`src/rtl/request_dispatcher.sv`:
```
// rtl/request_dispatcher.sv - pending-slot FIFO feeding a fetch/capture/present dispatch FSM
// Optional handshake counter: define REQUEST_DISPATCHER_STATS_EN.
module request_dispatcher #(
    parameter int DATA_WIDTH = 8,
    parameter int LSIZE      = 4
) (
    input  logic                  clk,
    input  logic                  reset,
    input  logic                  slot_valid_in,
    input  logic [LSIZE-1:0]      slot_id_in,
    output logic [LSIZE-1:0]      pop_slot_id_out,
    output logic                  pop_en_out,
    input  logic [DATA_WIDTH-1:0] pop_data_in,
    output logic                  req_valid_out,
    output logic [DATA_WIDTH-1:0] req_data_out,
    output logic [LSIZE-1:0]      req_slot_id_out,
    input  logic                  req_ready_in,
    output logic [LSIZE:0]        pending_cnt_out,
    output logic [31:0]           dispatched_cnt_out,
    output logic                  error
);

    localparam int DEPTH = 1 << LSIZE;
    localparam logic [LSIZE:0] FULL_CNT = (LSIZE+1)'(DEPTH);

    typedef enum logic [1:0] {
        DispIdle,
        DispFetch,
        DispCapture,
        DispPresent
    } state_t;

    state_t           state;
    logic [LSIZE-1:0] mem [DEPTH];
    logic [LSIZE-1:0] wr_ptr;
    logic [LSIZE-1:0] rd_ptr;
    logic [LSIZE:0]   count;
    logic             fifo_empty;
    logic             fifo_full;
    logic             handshake;
    logic             pop;
    logic             push;
    logic [LSIZE-1:0] head;

    assign fifo_empty      = (count == '0);
    assign fifo_full       = (count == FULL_CNT);
    assign handshake       = req_valid_out && req_ready_in;
    assign pop             = !fifo_empty && ((state == DispIdle) || (state == DispPresent && handshake));
    // A full FIFO still accepts a push when the head leaves in the same cycle.
    assign push            = slot_valid_in && (!fifo_full || pop);
    assign head            = mem[rd_ptr];
    assign pending_cnt_out = count;

    always_ff @(posedge clk) begin
        if (!reset && push) begin
            mem[wr_ptr] <= slot_id_in;
        end
    end

    always_ff @(posedge clk) begin
        if (reset) begin
            wr_ptr <= '0;
            rd_ptr <= '0;
            count  <= '0;
            error  <= 1'b0;
        end else begin
            if (push) begin
                wr_ptr <= wr_ptr + LSIZE'(1);
            end
            if (pop) begin
                rd_ptr <= rd_ptr + LSIZE'(1);
            end
            case ({push, pop})
                2'b10:   count <= count + (LSIZE+1)'(1);
                2'b01:   count <= count - (LSIZE+1)'(1);
                default: count <= count;
            endcase
            if (slot_valid_in && !push) begin
                error <= 1'b1;
            end
        end
    end

    // pop_slot_id_out doubles as the slot register; it drives the store address through fetch and capture.
    always_ff @(posedge clk) begin
        if (reset) begin
            state           <= DispIdle;
            pop_slot_id_out <= '0;
            pop_en_out      <= 1'b0;
            req_valid_out   <= 1'b0;
            req_data_out    <= '0;
            req_slot_id_out <= '0;
        end else begin
            case (state)
                DispIdle: begin
                    if (pop) begin
                        pop_slot_id_out <= head;
                        state           <= DispFetch;
                    end
                end
                DispFetch: begin
                    pop_en_out <= 1'b1;
                    state      <= DispCapture;
                end
                DispCapture: begin
                    pop_en_out      <= 1'b0;
                    req_data_out    <= pop_data_in;
                    req_slot_id_out <= pop_slot_id_out;
                    req_valid_out   <= 1'b1;
                    state           <= DispPresent;
                end
                DispPresent: begin
                    if (handshake) begin
                        req_valid_out <= 1'b0;
                        if (pop) begin
                            pop_slot_id_out <= head;
                            state           <= DispFetch;
                        end else begin
                            state <= DispIdle;
                        end
                    end
                end
                default: state <= DispIdle;
            endcase
        end
    end

`ifdef REQUEST_DISPATCHER_STATS_EN
    logic [31:0] dispatched_cnt;

    always_ff @(posedge clk) begin
        if (reset) begin
            dispatched_cnt <= '0;
        end else if (handshake) begin
            dispatched_cnt <= dispatched_cnt + 32'd1;
        end
    end

    assign dispatched_cnt_out = dispatched_cnt;
`else
    assign dispatched_cnt_out = 32'd0;
`endif

endmodule
```
`config.mk`:
```
export PLATFORM = sky130hd
export DESIGN_NAME = request_dispatcher
export DESIGN_NICKNAME = d
export VERILOG_FILES = /design/src/rtl/request_dispatcher.sv
export SDC_FILE = /design/constraint.sdc
export NUM_CORES = 1
export LEC_CHECK = 0
export BUFFER_PORTS_ARGS = -buffer_cell sky130_fd_sc_hd__buf_2
export CORE_ASPECT_RATIO = 1.25
export CORE_MARGIN = 3
export CORE_UTILIZATION = 30
export CTS_BUF_LIST = sky130_fd_sc_hd__clkbuf_16
export DETAILED_ROUTE_END_ITERATION = 6
export PLACE_DENSITY = 0.53
export REMOVE_ABC_BUFFERS = 1
export SYNTH_ARGS = -nofsm -noshare
export SYNTH_HDL_FRONTEND = slang
export SYNTH_SLANG_ARGS = --single-unit
```
`constraint.sdc`:
```
create_clock -name clk -period 7.65 [get_ports clk]
set_input_delay 1.1475 -clock clk [delete_from_list [all_inputs] [get_ports clk]]
set_output_delay 1.1475 -clock clk [all_outputs]
set_load 0.02 [all_outputs]
```
# ---- After elaboration in Yosys (flattened, before gate mapping)
# Memories as Yosys holds them, arrays and structs flattened. A register that Yosys moved wholly into a read port is not among the register bits.
# Index checks and enable logic that the tools add are counted.
dict set report classes {
  n_mux 15
  eq_ne 8
  n_reduce_logical 21
  add_sub_neg 4
}
# op count
set ops {}
lappend ops {{$mux 4} 4}
lappend ops {{$pmux 5 s2} 1}
lappend ops {{$add 4x1->4 const B} 2}
lappend ops {{$pmux 2 s4} 1}
lappend ops {{$pmux 4 s2} 1}
lappend ops {{$reduce_bool 2->1} 4}
lappend ops {{$eq 2x2->1 const B} 3}
lappend ops {{$logic_and 1x1->1} 6}
lappend ops {{$reduce_and 2->1} 3}
lappend ops {{$add 5x1->5 const B} 1}
lappend ops {{$eq 5x5->1 const B} 1}
lappend ops {{$logic_not 5->1} 1}
lappend ops {{$sub 5x1->5 const B} 1}
lappend ops {{$eq 2x1->1 const B} 2}
lappend ops {{$logic_not 1->1} 4}
lappend ops {{$mux 1} 4}
lappend ops {{$mux 2} 2}
lappend ops {{$ne 2x2->1 const B} 2}
lappend ops {{$pmux 1 s2} 2}
lappend ops {{$logic_not 2->1} 1}
lappend ops {{$logic_or 1x1->1} 2}
dict set report totals {
  n_memories 1
  ram_bits 64
  out_inout_bits 56
  elab_cells 59
  reg_bits 34
}
# name words word_bits rd rd_clocked_by_memory_dff write_ports line
set memory_table {}
lappend memory_table {mem 16 4 1 1 1 34} ;# logic [LSIZE-1:0] mem [DEPTH];

# ---- Longest topological paths before layout
dict set report depth {
  ltp_word 9
  mapped_depth 13
  depth_no_buf 12
}

# ---- Worst setup path before layout
# OpenSTA, ideal clock, no wires.
dict set report synth_timing {
  path_type {input-to-reg}
  from {in req_ready_in}
  to {reg count[4], in the netlist pending_cnt_out[4]}
  setup_ps 62
  setup_slack_ps 4395
  n_path_buf 1
  path_stages 9
  t_arrival_ps 3193
  cell_sequence {a31oi_1 a31oi_1 inv_1 ha_1 clkbuf_1 or4b_2 a21oi_1 a31oi_1 nand3_1}
}
dict set report synth_between {
  elab_chain_len 8
}
# element line
set synth_lines {}
lappend synth_lines {{start, declared} 17} ;# input logic req_ready_in,
lappend synth_lines {{$logic_and 1x1->1 (*)} 47} ;# assign handshake = req_valid_out && req_ready_in;
lappend synth_lines {{$logic_and 1x1->1 (*)} 48} ;# assign pop = !fifo_empty && ((state == DispIdle) || (state == DispPresent && handshake));
lappend synth_lines {{$logic_or 1x1->1 (*)} 48}
lappend synth_lines {{$logic_and 1x1->1 (*)} 48}
lappend synth_lines {{$logic_or 1x1->1} 50} ;# assign push = slot_valid_in && (!fifo_full || pop);
lappend synth_lines {{$logic_and 1x1->1} 50}
lappend synth_lines {{$eq 2x1->1 or $eq 2x2->1 (tied branches)} 73} ;# case ({push, pop})
lappend synth_lines {{$pmux 5 s2 or $reduce_bool 2->1 (tied branches)} -}
lappend synth_lines {{end signal, assigned} 74} ;# 2'b10: count <= count + (LSIZE+1)'(1);
lappend synth_lines {{end signal, assigned} 75} ;# 2'b01: count <= count - (LSIZE+1)'(1);
lappend synth_lines {{end signal, assigned} 76} ;# default: count <= count;
lappend synth_lines {{end, declared} 37} ;# logic [LSIZE:0] count;
# Mark *: on every way between the ends. The rest lies on a longest branch, timed or not.
# A chain may end at the register's enable or synchronous reset.

# ---- Worst setup path in the final report
# Ends and elaborated chain as after synthesis.

==> key figures <==
Synthesis
  – Cell variety after synth: 48
  – Post-synth top area cell: edfxtp_1
  – Synth top area share: 0.425
  – Post-synthesis sequential area ratio: 0.593
  – Post-synthesis async set-or-reset flop share: 0
  – Total of warnings raised by yosys: 0
  – Syn Area/Cell: 13.3 um^2
  – Yosys reg bits: 102
  – Synth area leaders: edfxtp_1, dfxtp_1, mux4_2, buf_4, nor2_1
  – Main synth FF type: edfxtp_1
  – EDFF count, synth: 64
  – Synth Instances: 341
  – Synthesized cell area: 4530 um^2

Job
  – Max-cap violations: 0

Final layout
  – Layout cells sized above 1: 0.206
  – Share of the core filled with cells: 0.346
  – FILL cells: 1417
  – Area grow syn2layout: 11.4%
  – Multi-input logic area: 1600 um^2
  – Storage cell area: 2680 um^2
  – Antenna fix cells: 0
  – Final #Nets: 403

Clock network
  – Hold Buf Count CTS: 0
  – Worst-path clk slew: 0.07 ns
  – Post-CTS Repair Setup Buffers: 0
  – Clock buffer depth: 2
  – CTS Buf Count: 9
  – Root Driver: clkbuf_16
  – H-tree depth: 3
  – Worst-skew pair later-pin latency: 0.35 ns
  – Num Clock Sinks: 102
  – Post-CTS resize count: 0
  – CTS tree: yes

Route
  – # DRC: 0
  – Vias: 2610
  – Vias per inst: 4.69
  – Final WL: 8320 um
  – DRT Pass-1 Iters: 4
  – DRC violation total after the first TritonRoute iteration: 220
  – Final ANT Viol Nets: 0
  – WL/cell: 14.9 um

Critical path
  – CP endpoint: pending_cnt_out[4]
  – Crit path max fanout: 9
  – Slowest CP cell: or4b_2
  – CP dominant cell by count: a31oi_1
  – Worst Setup SP: req_ready_in
  – CP cell instances: buf_2, a31oi_1, a31oi_1, inv_1, ha_1, ha_1, or4b_2, a21oi_1, a31oi_1, nand3_1
  – Reg2Reg Setup Slack: 4.48 ns
  – Crit path kind: primary input to flip-flop
  – R2r endpoint: pending_cnt_out[4]
  – Arrival time worst endpoint: 3.66 ns
  – Critical path's largest stage delay: 0.60 ns
  – Worst R2R Path Depth: 9
  – Startpoint types: primary input
  – Worst reg2reg path startpoint: state[1]
  – CP endpoint kind: flip-flop
  – Worst endpoint required time: 7.94 ns

Placed design
  – Final Wtd Congestion: 0.750
  – DP HPWL: 5950 um
  – I/O Buffers: 39

Timing
  – Fin crit share: 0.440
  – Setup TNS: 0 ns
  – Hold Violations, Final: 0
  – RSZ-0062 raised after global routing: false
  – Clock skew: 0.00793 ns
  – Relative slew slack: 0.274
  – Slew Viols, Final: 0
  – Slew @ Worst Pin: 1.09 ns
  – Crit path time final: 3.36 ns
  – Final count of negative-setup-slack endpoints: 0
  – F_max: 297 MHz

Die
  – Row count: 49
  – IO Count: 72
  – Core Box Area: 14600 um^2
  – Height of the die: 143 um
  – Die Area: 16600 um^2
  – Die span in x: 116 um
  – Initial Utilization: 0.310

Global routing
  – Gr ovfl total: 0
  – Global-route wire length before repair: 13100 um
  – Largest net degree at the start of global routing: 44
  – Gr usage total: 0.103
  – Antenna violations before repair: 0
  – Vias in the first global route: 2500

Pwr
  – Peak supply drop: 0.107 mV
  – Leakage: 0.00185 uW
  – PD cells: 315 nW/um^2

Run status
  – Status: completed

Hold path
  – Hold Crit Class: flip-flop to flip-flop
==> state kept, by name, summed over array words and instances, names as in the netlist, named ones only <==
name             flops
pop_en_out           1
req_slot_id_out      4
error                1
state                2
mem                 64
pending_cnt_out      5
wr_ptr               4
req_data_out         8
req_valid_out        1
pop_slot_id_out      4
rd_ptr               4
==> stage by stage <==
| step | hold slack, ns | cell area, um^2 | power, uW | worst slack, ns | cells |
|---|---|---|---|---|---|
| 6_report | 0.486 | 5040 | 1590 | 4.29 | 557 |
| 5_1_grt | 0.511 | 5040 | 1680 | 4.16 | 557 |
| 4_1_cts | 0.488 | 5040 | 1610 | 4.32 | 557 |
| 3_5_place_dp | 0.468 | 4740 | 1150 | 3.97 | 541 |
| 3_3_place_gp | 0.467 | 4740 | 1140 | 4.11 | 541 |
| 2_1_floorplan | 0.490 | 4330 | 1040 | 4.45 | 324 |
==> Yosys cell counts (2+ instances only) <==
| cell | count |
|---|---|
| or3_1 | 4 |
| nand3_1 | 4 |
| a211o_1 | 3 |
| nand2_1 | 10 |
| a311oi_1 | 5 |
| xnor2_1 | 4 |
| o21ai_0 | 2 |
| nor2_1 | 51 |
| dfxtp_1 | 38 |
| ha_1 | 13 |
| edfxtp_1 | 64 |
| buf_4 | 33 |
| buf_1 | 4 |
| mux2i_1 | 17 |
| a22oi_1 | 10 |
| nor2b_1 | 2 |
| nand2b_1 | 3 |
| xor2_1 | 5 |
| inv_1 | 11 |
| a211oi_1 | 2 |
| a31oi_1 | 3 |
| mux4_2 | 16 |
| buf_2 | 4 |
| a21oi_1 | 4 |
| clkbuf_1 | 6 |
==> power breakdown <==
group          internal, uW  leakage, uW  switching (uW)
Clock                   245     0.000147             204
Combinational           188     0.000814             260
Sequential              630     0.000887            62.1
==> cells in the final DEF (no fill, tap or decap), types with 2 or more instances in the layout <==
cell       Yosys  final
inv_4          0      2
clkbuf_16      0     10
dfxtp_1       38     38
a211o_1        3      3
inv_1         11     11
xor2_1         5      5
a311oi_1       5      5
mux2i_1       17     17
nand2b_1       3      3
a21oi_1        4      4
o21ai_0        2      2
or3_1          4      4
edfxtp_1      64     64
nor2b_1        2      2
ha_1          13     13
xnor2_1        4      4
inv_6          0      2
nand3_1        4      4
a31oi_1        3      3
conb_1         1     32
nor2_1        51     51
buf_2          4     39
nand2_1       10     10
mux4_2        16     16
a211oi_1       2      2
a22oi_1       10     10
==> critical path, delay by kind of cell <==
family,cells,cell delay (ns)
buf+inv,2,0.29
fa+ha+maj,2,0.61
simple gates,2,0.70
compound gates,4,0.91
==> layout make-up <==
cell class                 count  share of cell area
sequential                   102               0.532
clock inverter                 6             0.00968
timing repair buffer          39              0.0387
clock buffer                  10              0.0496
inverter                      11             0.00819
tap                          178              0.0442
multi-input combinational    211               0.318
==> per-layer routing <==
metal	up-vias	wire (um)	global-route usage
met5	-	0	0
met4	0	161	0.0476
met3	12	396	0.0206
met2	78	4280	0.179
met1	1262	3480	0.121
li1	1258	-	-
==> how the worst min path moves through the flow <==
stage | startpoint | to | slack (ns) | cells after the start
after floorplan | rd_ptr[3] | flip-flop | 0.49 | 2
after global placement | req_data_out[7] | req_data_out[7] | 0.47 | 2
after detailed placement | error | error | 0.47 | 2
after CTS | error | error | 0.49 | 2
after global routing | req_data_out[6] | req_data_out[6] | 0.51 | 2
final | req_data_out[6] | req_data_out[6] | 0.49 | 2
==> logic make-up after synthesis <==
logic type	synth area share
compound gates	0.0760
xor+xnor	0.0174
fa+ha+maj	0.0359
buf+inv	0.0790
flops	0.593
mux	0.117
other cells	0.000828
simple gates	0.0810
(Power assumes the default switching activity.)
